===== config.mk =====
export PLATFORM = sky130hd
export DESIGN_NAME = fire_sequencer_flat
export DESIGN_NICKNAME = d
export VERILOG_FILES = /design/src/rtl/fire_sequencer_pkg.sv /design/src/rtl/fire_sequencer_if.sv /design/src/rtl/fire_sequencer_btn_debounce.sv /design/src/rtl/fire_sequencer.sv /design/src/flat_wrapper.sv
export SDC_FILE = /design/constraint.sdc
export NUM_CORES = 1
export LEC_CHECK = 0
export CORE_ASPECT_RATIO = 1.4
export CORE_MARGIN = 10
export CORE_UTILIZATION = 39
export DETAILED_ROUTE_END_ITERATION = 7
export HOLD_SLACK_MARGIN = 0.05
export PLACE_DENSITY = 0.83
export SYNTH_ARGS = -nofsm -noshare
export SYNTH_HDL_FRONTEND = slang
export SYNTH_SLANG_ARGS = --single-unit

===== constraint.sdc =====
create_clock -name clk -period 3.2 [get_ports clk]
set_input_delay 0.64 -clock clk [delete_from_list [all_inputs] [get_ports clk]]
set_output_delay 0.64 -clock clk [all_outputs]
set_load 0.01 [all_outputs]

===== src/rtl/fire_sequencer_pkg.sv =====
// Shared constants and encodings for the fire sequencer: board/turn defaults,
// cell status codes and the phase codes reported to the display logic.
package fire_sequencer_pkg;

  localparam int GRID_N_DEF    = 10;
  localparam int MAX_TURNS_DEF = 20;

  typedef enum logic [1:0] {
    CELL_UNTARGETED = 2'b00,
    CELL_MISS       = 2'b01,
    CELL_HIT        = 2'b10,
    CELL_SUNK       = 2'b11
  } cell_status_e;

  typedef enum logic [1:0] {
    PHASE_PLAY = 2'b00,
    PHASE_BUSY = 2'b01,
    PHASE_WIN  = 2'b10,
    PHASE_LOSE = 2'b11
  } phase_e;

endpackage


===== src/rtl/fire_sequencer_if.sv =====
// Shot handshake between the fire sequencer (master) and the game logic (slave).
interface fire_sequencer_if;

  logic       fire_req;
  logic [3:0] fire_row;
  logic [3:0] fire_col;
  logic       fire_ack;

  modport master (output fire_req, fire_row, fire_col, input fire_ack);
  modport slave  (input fire_req, fire_row, fire_col, output fire_ack);

endinterface


===== src/rtl/fire_sequencer_btn_debounce.sv =====
// Button conditioning: 2-FF synchronizer, stable-level debounce and a one-cycle
// press pulse on each accepted 0->1 change of the debounced level.
module btn_debounce #(
  parameter int DEBOUNCE_CYCLES = 1000000
) (
  input  logic clk,
  input  logic reset,
  input  logic btn_in,
  output logic level,
  output logic press
);

  localparam int CNT_W = (DEBOUNCE_CYCLES > 1) ? $clog2(DEBOUNCE_CYCLES) : 1;
  localparam logic [CNT_W-1:0] CNT_LAST = CNT_W'(DEBOUNCE_CYCLES - 1);

  logic             r_sync1;
  logic             r_sync2;
  logic [1:0]       r_vld;
  logic             r_armed;
  logic             r_level;
  logic             r_press;
  logic [CNT_W-1:0] r_cnt;
  logic             w_differs;
  logic             w_done;

  // Until armed, the counter times a stable-low run instead, so a button held
  // through reset must be released before it can ever produce a press.
  assign w_differs = r_armed ? (r_sync2 != r_level) : (r_vld[1] & ~r_sync2);
  assign w_done    = w_differs && (r_cnt == CNT_LAST);

  // NOTE: sequential state uses non-blocking assignments so every register
  // samples pre-edge values; reset is asynchronous and checked first.
  always_ff @(posedge clk or posedge reset) begin
    if (reset) begin
      r_sync1 <= 1'b0;
      r_sync2 <= 1'b0;
      r_vld   <= 2'b00;
      r_armed <= 1'b0;
      r_level <= 1'b0;
      r_press <= 1'b0;
      r_cnt   <= '0;
    end else begin
      r_sync1 <= btn_in;
      r_sync2 <= r_sync1;
      r_vld   <= {r_vld[0], 1'b1};
      r_press <= 1'b0;
      if (!w_differs) begin
        r_cnt <= '0;
      end else if (w_done) begin
        r_cnt <= '0;
        if (r_armed) begin
          r_level <= r_sync2;
          r_press <= r_sync2;
        end else begin
          r_armed <= 1'b1;
        end
      end else begin
        r_cnt <= r_cnt + 1'b1;
      end
    end
  end

  assign level = r_level;
  assign press = r_press;

endmodule


===== src/rtl/fire_sequencer.sv =====
// Shot sequencer: latches the cursor on a debounced press, rejects bad targets,
// runs the fire_req/fire_ack handshake with timeout, and tracks turns and game end.
module fire_sequencer
  import fire_sequencer_pkg::*;
#(
  parameter int DEBOUNCE_CYCLES = 1000000,
  parameter int MAX_TURNS       = MAX_TURNS_DEF,
  parameter int GRID_N          = GRID_N_DEF,
  parameter int ACK_TIMEOUT     = 255
) (
  input  logic                         clk,
  input  logic                         reset,
  input  logic                         btn_c,
  input  logic [3:0]                   sprite_row,
  input  logic [3:0]                   sprite_col,
  input  logic [2*GRID_N*GRID_N-1:0]   cell_status_flat,
  input  logic [2:0]                   ships_remaining,
  fire_sequencer_if.master             fire_if,
  output logic [4:0]                   turns_left,
  output logic [1:0]                   phase,
  output logic                         input_lock
);

  localparam logic [2:0] S_IDLE   = 3'd0;
  localparam logic [2:0] S_CHECK  = 3'd1;
  localparam logic [2:0] S_REQ    = 3'd2;
  localparam logic [2:0] S_RESULT = 3'd3;
  localparam logic [2:0] S_WIN    = 3'd4;
  localparam logic [2:0] S_LOSE   = 3'd5;

  localparam int TMO_W = (ACK_TIMEOUT > 1) ? $clog2(ACK_TIMEOUT + 1) : 1;
  localparam logic [TMO_W-1:0] TMO_LAST = TMO_W'(ACK_TIMEOUT - 1);
  localparam logic [4:0]       GRID_LIM = 5'(GRID_N);

  logic [2:0]       r_state;
  logic [3:0]       r_fire_row;
  logic [3:0]       r_fire_col;
  logic [4:0]       r_turns;
  logic [TMO_W-1:0] r_tmo;

  logic             w_btn_level;
  logic             w_btn_press;
  logic             w_in_grid;
  logic [31:0]      w_bit_idx;
  cell_status_e     w_cell;
  logic             w_target_ok;

  btn_debounce #(
    .DEBOUNCE_CYCLES (DEBOUNCE_CYCLES)
  ) u_btn (
    .clk    (clk),
    .reset  (reset),
    .btn_in (btn_c),
    .level  (w_btn_level),
    .press  (w_btn_press)
  );

  // The bounds test guards the cell lookup; an off-board index is never consulted.
  assign w_in_grid   = ({1'b0, r_fire_row} < GRID_LIM) && ({1'b0, r_fire_col} < GRID_LIM);
  assign w_bit_idx   = ((32'(r_fire_row) * 32'(GRID_N)) + 32'(r_fire_col)) << 1;
  assign w_cell      = cell_status_e'(2'(cell_status_flat >> w_bit_idx));
  assign w_target_ok = w_in_grid && (w_cell == CELL_UNTARGETED);

  always_ff @(posedge clk or posedge reset) begin
    if (reset) begin
      r_state    <= S_IDLE;
      r_fire_row <= 4'd0;
      r_fire_col <= 4'd0;
      r_turns    <= 5'(MAX_TURNS);
      r_tmo      <= '0;
    end else begin
      case (r_state)
        S_IDLE: begin
          if (w_btn_press && w_btn_level) begin
            r_fire_row <= sprite_row;
            r_fire_col <= sprite_col;
            r_state    <= S_CHECK;
          end
        end
        S_CHECK: begin
          r_tmo   <= '0;
          r_state <= w_target_ok ? S_REQ : S_IDLE;
        end
        S_REQ: begin
          if (fire_if.fire_ack) begin
            r_state <= S_RESULT;
            if (r_turns != 5'd0) r_turns <= r_turns - 5'd1;
          end else if (r_tmo == TMO_LAST) begin
            r_state <= S_IDLE;
          end else begin
            r_tmo <= r_tmo + 1'b1;
          end
        end
        S_RESULT: begin
          if (ships_remaining == 3'd0)  r_state <= S_WIN;
          else if (r_turns == 5'd0)     r_state <= S_LOSE;
          else                          r_state <= S_IDLE;
        end
        S_WIN, S_LOSE: r_state <= r_state;
        default:       r_state <= S_IDLE;
      endcase
    end
  end

  // NOTE: every output gets a default before the case so no latch is inferred.
  always_comb begin
    phase = PHASE_BUSY;
    case (r_state)
      S_IDLE:  phase = PHASE_PLAY;
      S_WIN:   phase = PHASE_WIN;
      S_LOSE:  phase = PHASE_LOSE;
      default: phase = PHASE_BUSY;
    endcase
  end

  assign input_lock       = (r_state != S_IDLE);
  assign turns_left       = r_turns;
  assign fire_if.fire_req = (r_state == S_REQ);
  assign fire_if.fire_row = r_fire_row;
  assign fire_if.fire_col = r_fire_col;

endmodule


===== src/flat_wrapper.sv =====
// flat-port wrapper written by rule: the top's interface ports become plain ports
module fire_sequencer_flat import fire_sequencer_pkg::*;
#(
  parameter int DEBOUNCE_CYCLES = 1000000,
  parameter int MAX_TURNS       = MAX_TURNS_DEF,
  parameter int GRID_N          = GRID_N_DEF,
  parameter int ACK_TIMEOUT     = 255
)
  (clk, reset, btn_c, sprite_row, sprite_col, cell_status_flat, ships_remaining, turns_left, phase, input_lock, fire_if_fire_req, fire_if_fire_row, fire_if_fire_col, fire_if_fire_ack);
  fire_sequencer_if fire_if_i ();
  input  logic clk;
  input  logic reset;
  input  logic btn_c;
  input  logic [3:0] sprite_row;
  input  logic [3:0] sprite_col;
  input  logic [2*GRID_N*GRID_N-1:0] cell_status_flat;
  input  logic [2:0] ships_remaining;
  output logic [4:0] turns_left;
  output logic [1:0] phase;
  output logic input_lock;
  output wire logic [$bits(fire_if_i.fire_req)-1:0] fire_if_fire_req;
  output wire logic [$bits(fire_if_i.fire_row)-1:0] fire_if_fire_row;
  output wire logic [$bits(fire_if_i.fire_col)-1:0] fire_if_fire_col;
  input wire logic [$bits(fire_if_i.fire_ack)-1:0] fire_if_fire_ack;
  assign fire_if_fire_req = fire_if_i.fire_req;
  assign fire_if_fire_row = fire_if_i.fire_row;
  assign fire_if_fire_col = fire_if_i.fire_col;
  assign fire_if_i.fire_ack = fire_if_fire_ack;
  fire_sequencer #(.DEBOUNCE_CYCLES(DEBOUNCE_CYCLES), .MAX_TURNS(MAX_TURNS), .GRID_N(GRID_N), .ACK_TIMEOUT(ACK_TIMEOUT)) u_core (.clk(clk), .reset(reset), .btn_c(btn_c), .sprite_row(sprite_row), .sprite_col(sprite_col), .cell_status_flat(cell_status_flat), .ships_remaining(ships_remaining), .fire_if(fire_if_i), .turns_left(turns_left), .phase(phase), .input_lock(input_lock));
endmodule

==> results.md <==
- CP Data Required Time: approximately 3400 ps
- Final setup violation count: 0
- Share of cells above drive strength 1: between 4 and 5%
- Hold Crit Class: register to register
- Die Ht: 138 um
- Worst skew pair latency: 300 ps
- Worst vdd ir: between 0.4 and 0.5 mV
- Cell taking the most area after synthesis: dfrtp_1
- Clock buffer depth: 2
- Unrepaired setup endpoints after global routing: false
- Num rows: 43
- Die Area: approximately 0.014 mm2
- Synth warnings: 0
- CTS H-tree depth: 2
- All-Layer GR Usage: 23.7%
- Setup Buffers After CTS: 0
- Area after DPL: about 0.0063 mm2
- Number of synthesized register bits: 51
- Max Cap Viol: 0
- Initial Util: around two fifths
- Pre-CTS WS: 325 ps
- Largest net degree at the start of global routing: 40
- Slew Viols, Final: 0
- Syn Nets: 703
- Most frequent cells in the layout: clkdlybuf4s50_1, nor2_1, dfrtp_1
- Worst Clk Skew: between 7 and 8 ps
- Async SR Flop Fraction: 100%
- Fmax: between 300 and 400 MHz
- Mapped Cells: 475
- # resized after CTS: 0
- # DRC: 0
- Final Cycle Share: between 90 and 100%
- Most common cell after layout, fill and taps aside: clkdlybuf4s50_1
- Root Driver: clkbuf_16
- Routed vias: ~4600
- Largest family of logic cells by synthesized area: simple AND/OR/NAND/NOR gates
- Hold Fails Final Rpt: 0
- P&R area growth vs syn: 66.6%
- Hold-fix buffers at CTS: 0
- Setup TNS: 0 ps
- Initial antenna violation count: 1
- Static leakage: around 2.5 nW
- Wire per inst: around 21 um
- Critical Path AT: 3100 ps
- GPL Wtd Cong: ~0.9
- Die width: around 100 um
- Startpoint Class: register
- Cell Area, Synth: a little under 0.004 mm2
- Busiest layer in global routing: met2
- Post-synthesis cell type count: between 60 and 70
- CTS tree: yes
- Synth top area share: between 30% and 40%
- Cell area after layout: 0.00651 mm2
- CTS Sinks: between 50 and 60
- Mean Syn Cell Area: about 8.2 um2
- Slew HR: a little over half
- Crit Path Class: register to register
- Status: complete, no violations
- Crit-path max FO: 6
- DPL Wire Length: roughly 15000 um
- Global routing usage on met3: approximately 7%
- Drt pass-1 iters: 4
- GR Util met1: roughly a quarter
- Antenna Nets Post-Route: 0
- 1st-iter DRT viols: roughly 260
- Setup crit end kind: register
- Vias in the first global route: about 4600
- Remaining Overflow, GRT: 0
- Via density: between 5 and 6
- M2 GR Usage: 41.5%
- I/O pin cnt: roughly 230
- Core box area: 0.00985 mm2
- Nets: between 900 and 1000
- R2R setup slack: around 270 ps
- Synth Area in Simple Gates: between 20 and 30%
- Compound-Gate Fraction of Synth Area: about a fifth
- Port Buffer Count: 231
- Synth Area in Adders: around 4.5%
- EDFF count, synth: 0
- Mux cell area share after synthesis: roughly 2.3%
- Final worst slack: about 270 ps
- First-pass GRT wire length: 27400 um
- Worst Max-Slew Pin Slew: 709 ps
- Top FF cell, synth: dfrtp_1
- Num CTS Buffers: 5
- Post-Route WL: between 15000 and 20000 um
- Clk pin slew, worst setup/hold paths: 60 ps
- Synth area leaders: dfrtp_1, nor2_1, nor3_1
- Xor/xnor share of the synthesized area: roughly 7.6%
- Cell Pwr Density: ~300 mW/mm2
- Fin crit period: 2930 ps
- Sequential share of the synthesized area: around a third
[cell families (layout without fill, tap and decap cells)]
family | count (synthesis) | in the layout
buf+inv | 42 | 265
compound gates | 104 | 104
xor+xnor | 33 | 33
flops | 51 | 51
mux | 8 | 8
simple gates | 223 | 223
other cells | 1 | 2
fa+ha+maj | 13 | 13
[registers in the layout (all words and copies together), names as in the netlist]
signal and flops:
u_core.u_btn.r_cnt 20, u_core.r_tmo 8, u_core.turns_left 5, u_core.fire_if.fire_col 4, u_core.fire_if.fire_row 4, u_core.r_state 3, u_core.u_btn.r_vld 2, u_core.u_btn.level 1
u_core.u_btn.press 1, u_core.u_btn.r_armed 1, u_core.u_btn.r_sync1 1, u_core.u_btn.r_sync2 1
[layout make-up]
class	count	area, um2
fillers	827	3340
flip-flops and latches	51	1280
inverters	18	67.6
well taps	135	169
diodes	1	2.50
clock buffers	7	133
clock inverters	1	30.0
repair buffers	239	2400
multi-input cells	382	2430
[metrics by stage]
| step | instances | power, mW | util, % | hold slack (ps) |
|---|---|---|---|---|
| 6_report | 834 | 1.94 | 66.1 | 349 |
| 5_1_grt | 834 | 2.04 | 66.1 | 358 |
| 4_1_cts | 833 | 1.95 | 66.1 | 353 |
| 3_5_place_dp | 825 | 1.35 | 64.4 | 339 |
| 3_3_place_gp | 825 | 1.34 | 64.4 | 331 |
| 2_1_floorplan | 475 | 0.978 | - | 331 |
[layer usage]
metal	up-vias	part of all wire (%)
met3	38	8.1
met5	-	0
met2	211	51
met4	0	3.3
met1	2136	38
li1	2180	-
[worst max-delay path, stage by stage (launching register included)]
cell and delay, ps:
dfrtp_1 450, ha_1 340, ha_1 220, inv_1 70
fa_1 540, nor4b_4 400, xnor2_1 170, a2111o_1 360
a21oi_1 160, o21ai_1 90
[path summary, 6_finish.rpt]
| check | start | endpoint | cells past startpoint |
|---|---|---|---|
| min | u_core.u_btn.r_vld[0]$_DFF_PP0_ | u_core.u_btn.r_vld[1]$_DFF_PP0_ | 0 |
| min in group asynchronous | reset | u_core.turns_left[3]$_DFFE_PP0P_ | 2 |
| max reg2reg | u_core.fire_if.fire_row[1]$_DFFE_PP0P_ | u_core.r_state[1]$_DFFE_PP0P_ | 9 |
| max | u_core.fire_if.fire_row[1]$_DFFE_PP0P_ | u_core.r_state[1]$_DFFE_PP0P_ | 9 |
| max in group asynchronous | reset | u_core.fire_if.fire_col[0]$_DFFE_PP0P_ | 3 |
| min reg2reg | u_core.u_btn.r_vld[0]$_DFF_PP0_ | u_core.u_btn.r_vld[1]$_DFF_PP0_ | 0 |
[cells in the mapped netlist, drive strengths merged (3+ instances only)]
| cell | n |
|---|---|
| dfrtp | 49 |
| nor4 | 9 |
| inv | 18 |
| o21ai | 26 |
| xor2 | 20 |
| or2 | 6 |
| and3 | 5 |
| mux2 | 8 |
| buf | 19 |
| o311ai | 7 |
| nand2 | 22 |
| nor3b | 4 |
| o211ai | 3 |
| nand3 | 16 |
| a2111oi | 8 |
| xnor2 | 13 |
| nand4 | 11 |
| clkbuf | 5 |
| o41ai | 3 |
| nor2 | 85 |
| nand2b | 4 |
| or3 | 6 |
| a211oi | 25 |
| nor3 | 47 |
| a31oi | 3 |
| ha | 11 |
| a21oi | 14 |
[report_power, final]
group          leakage [nW]  internal [mW]  switching [mW]
registers             0.655          0.654          0.0153
logic                  1.79          0.387           0.295
clock network        0.0781          0.370           0.223
total                  2.52           1.41           0.533
Note: power is estimated with default switching activity, not from simulation.
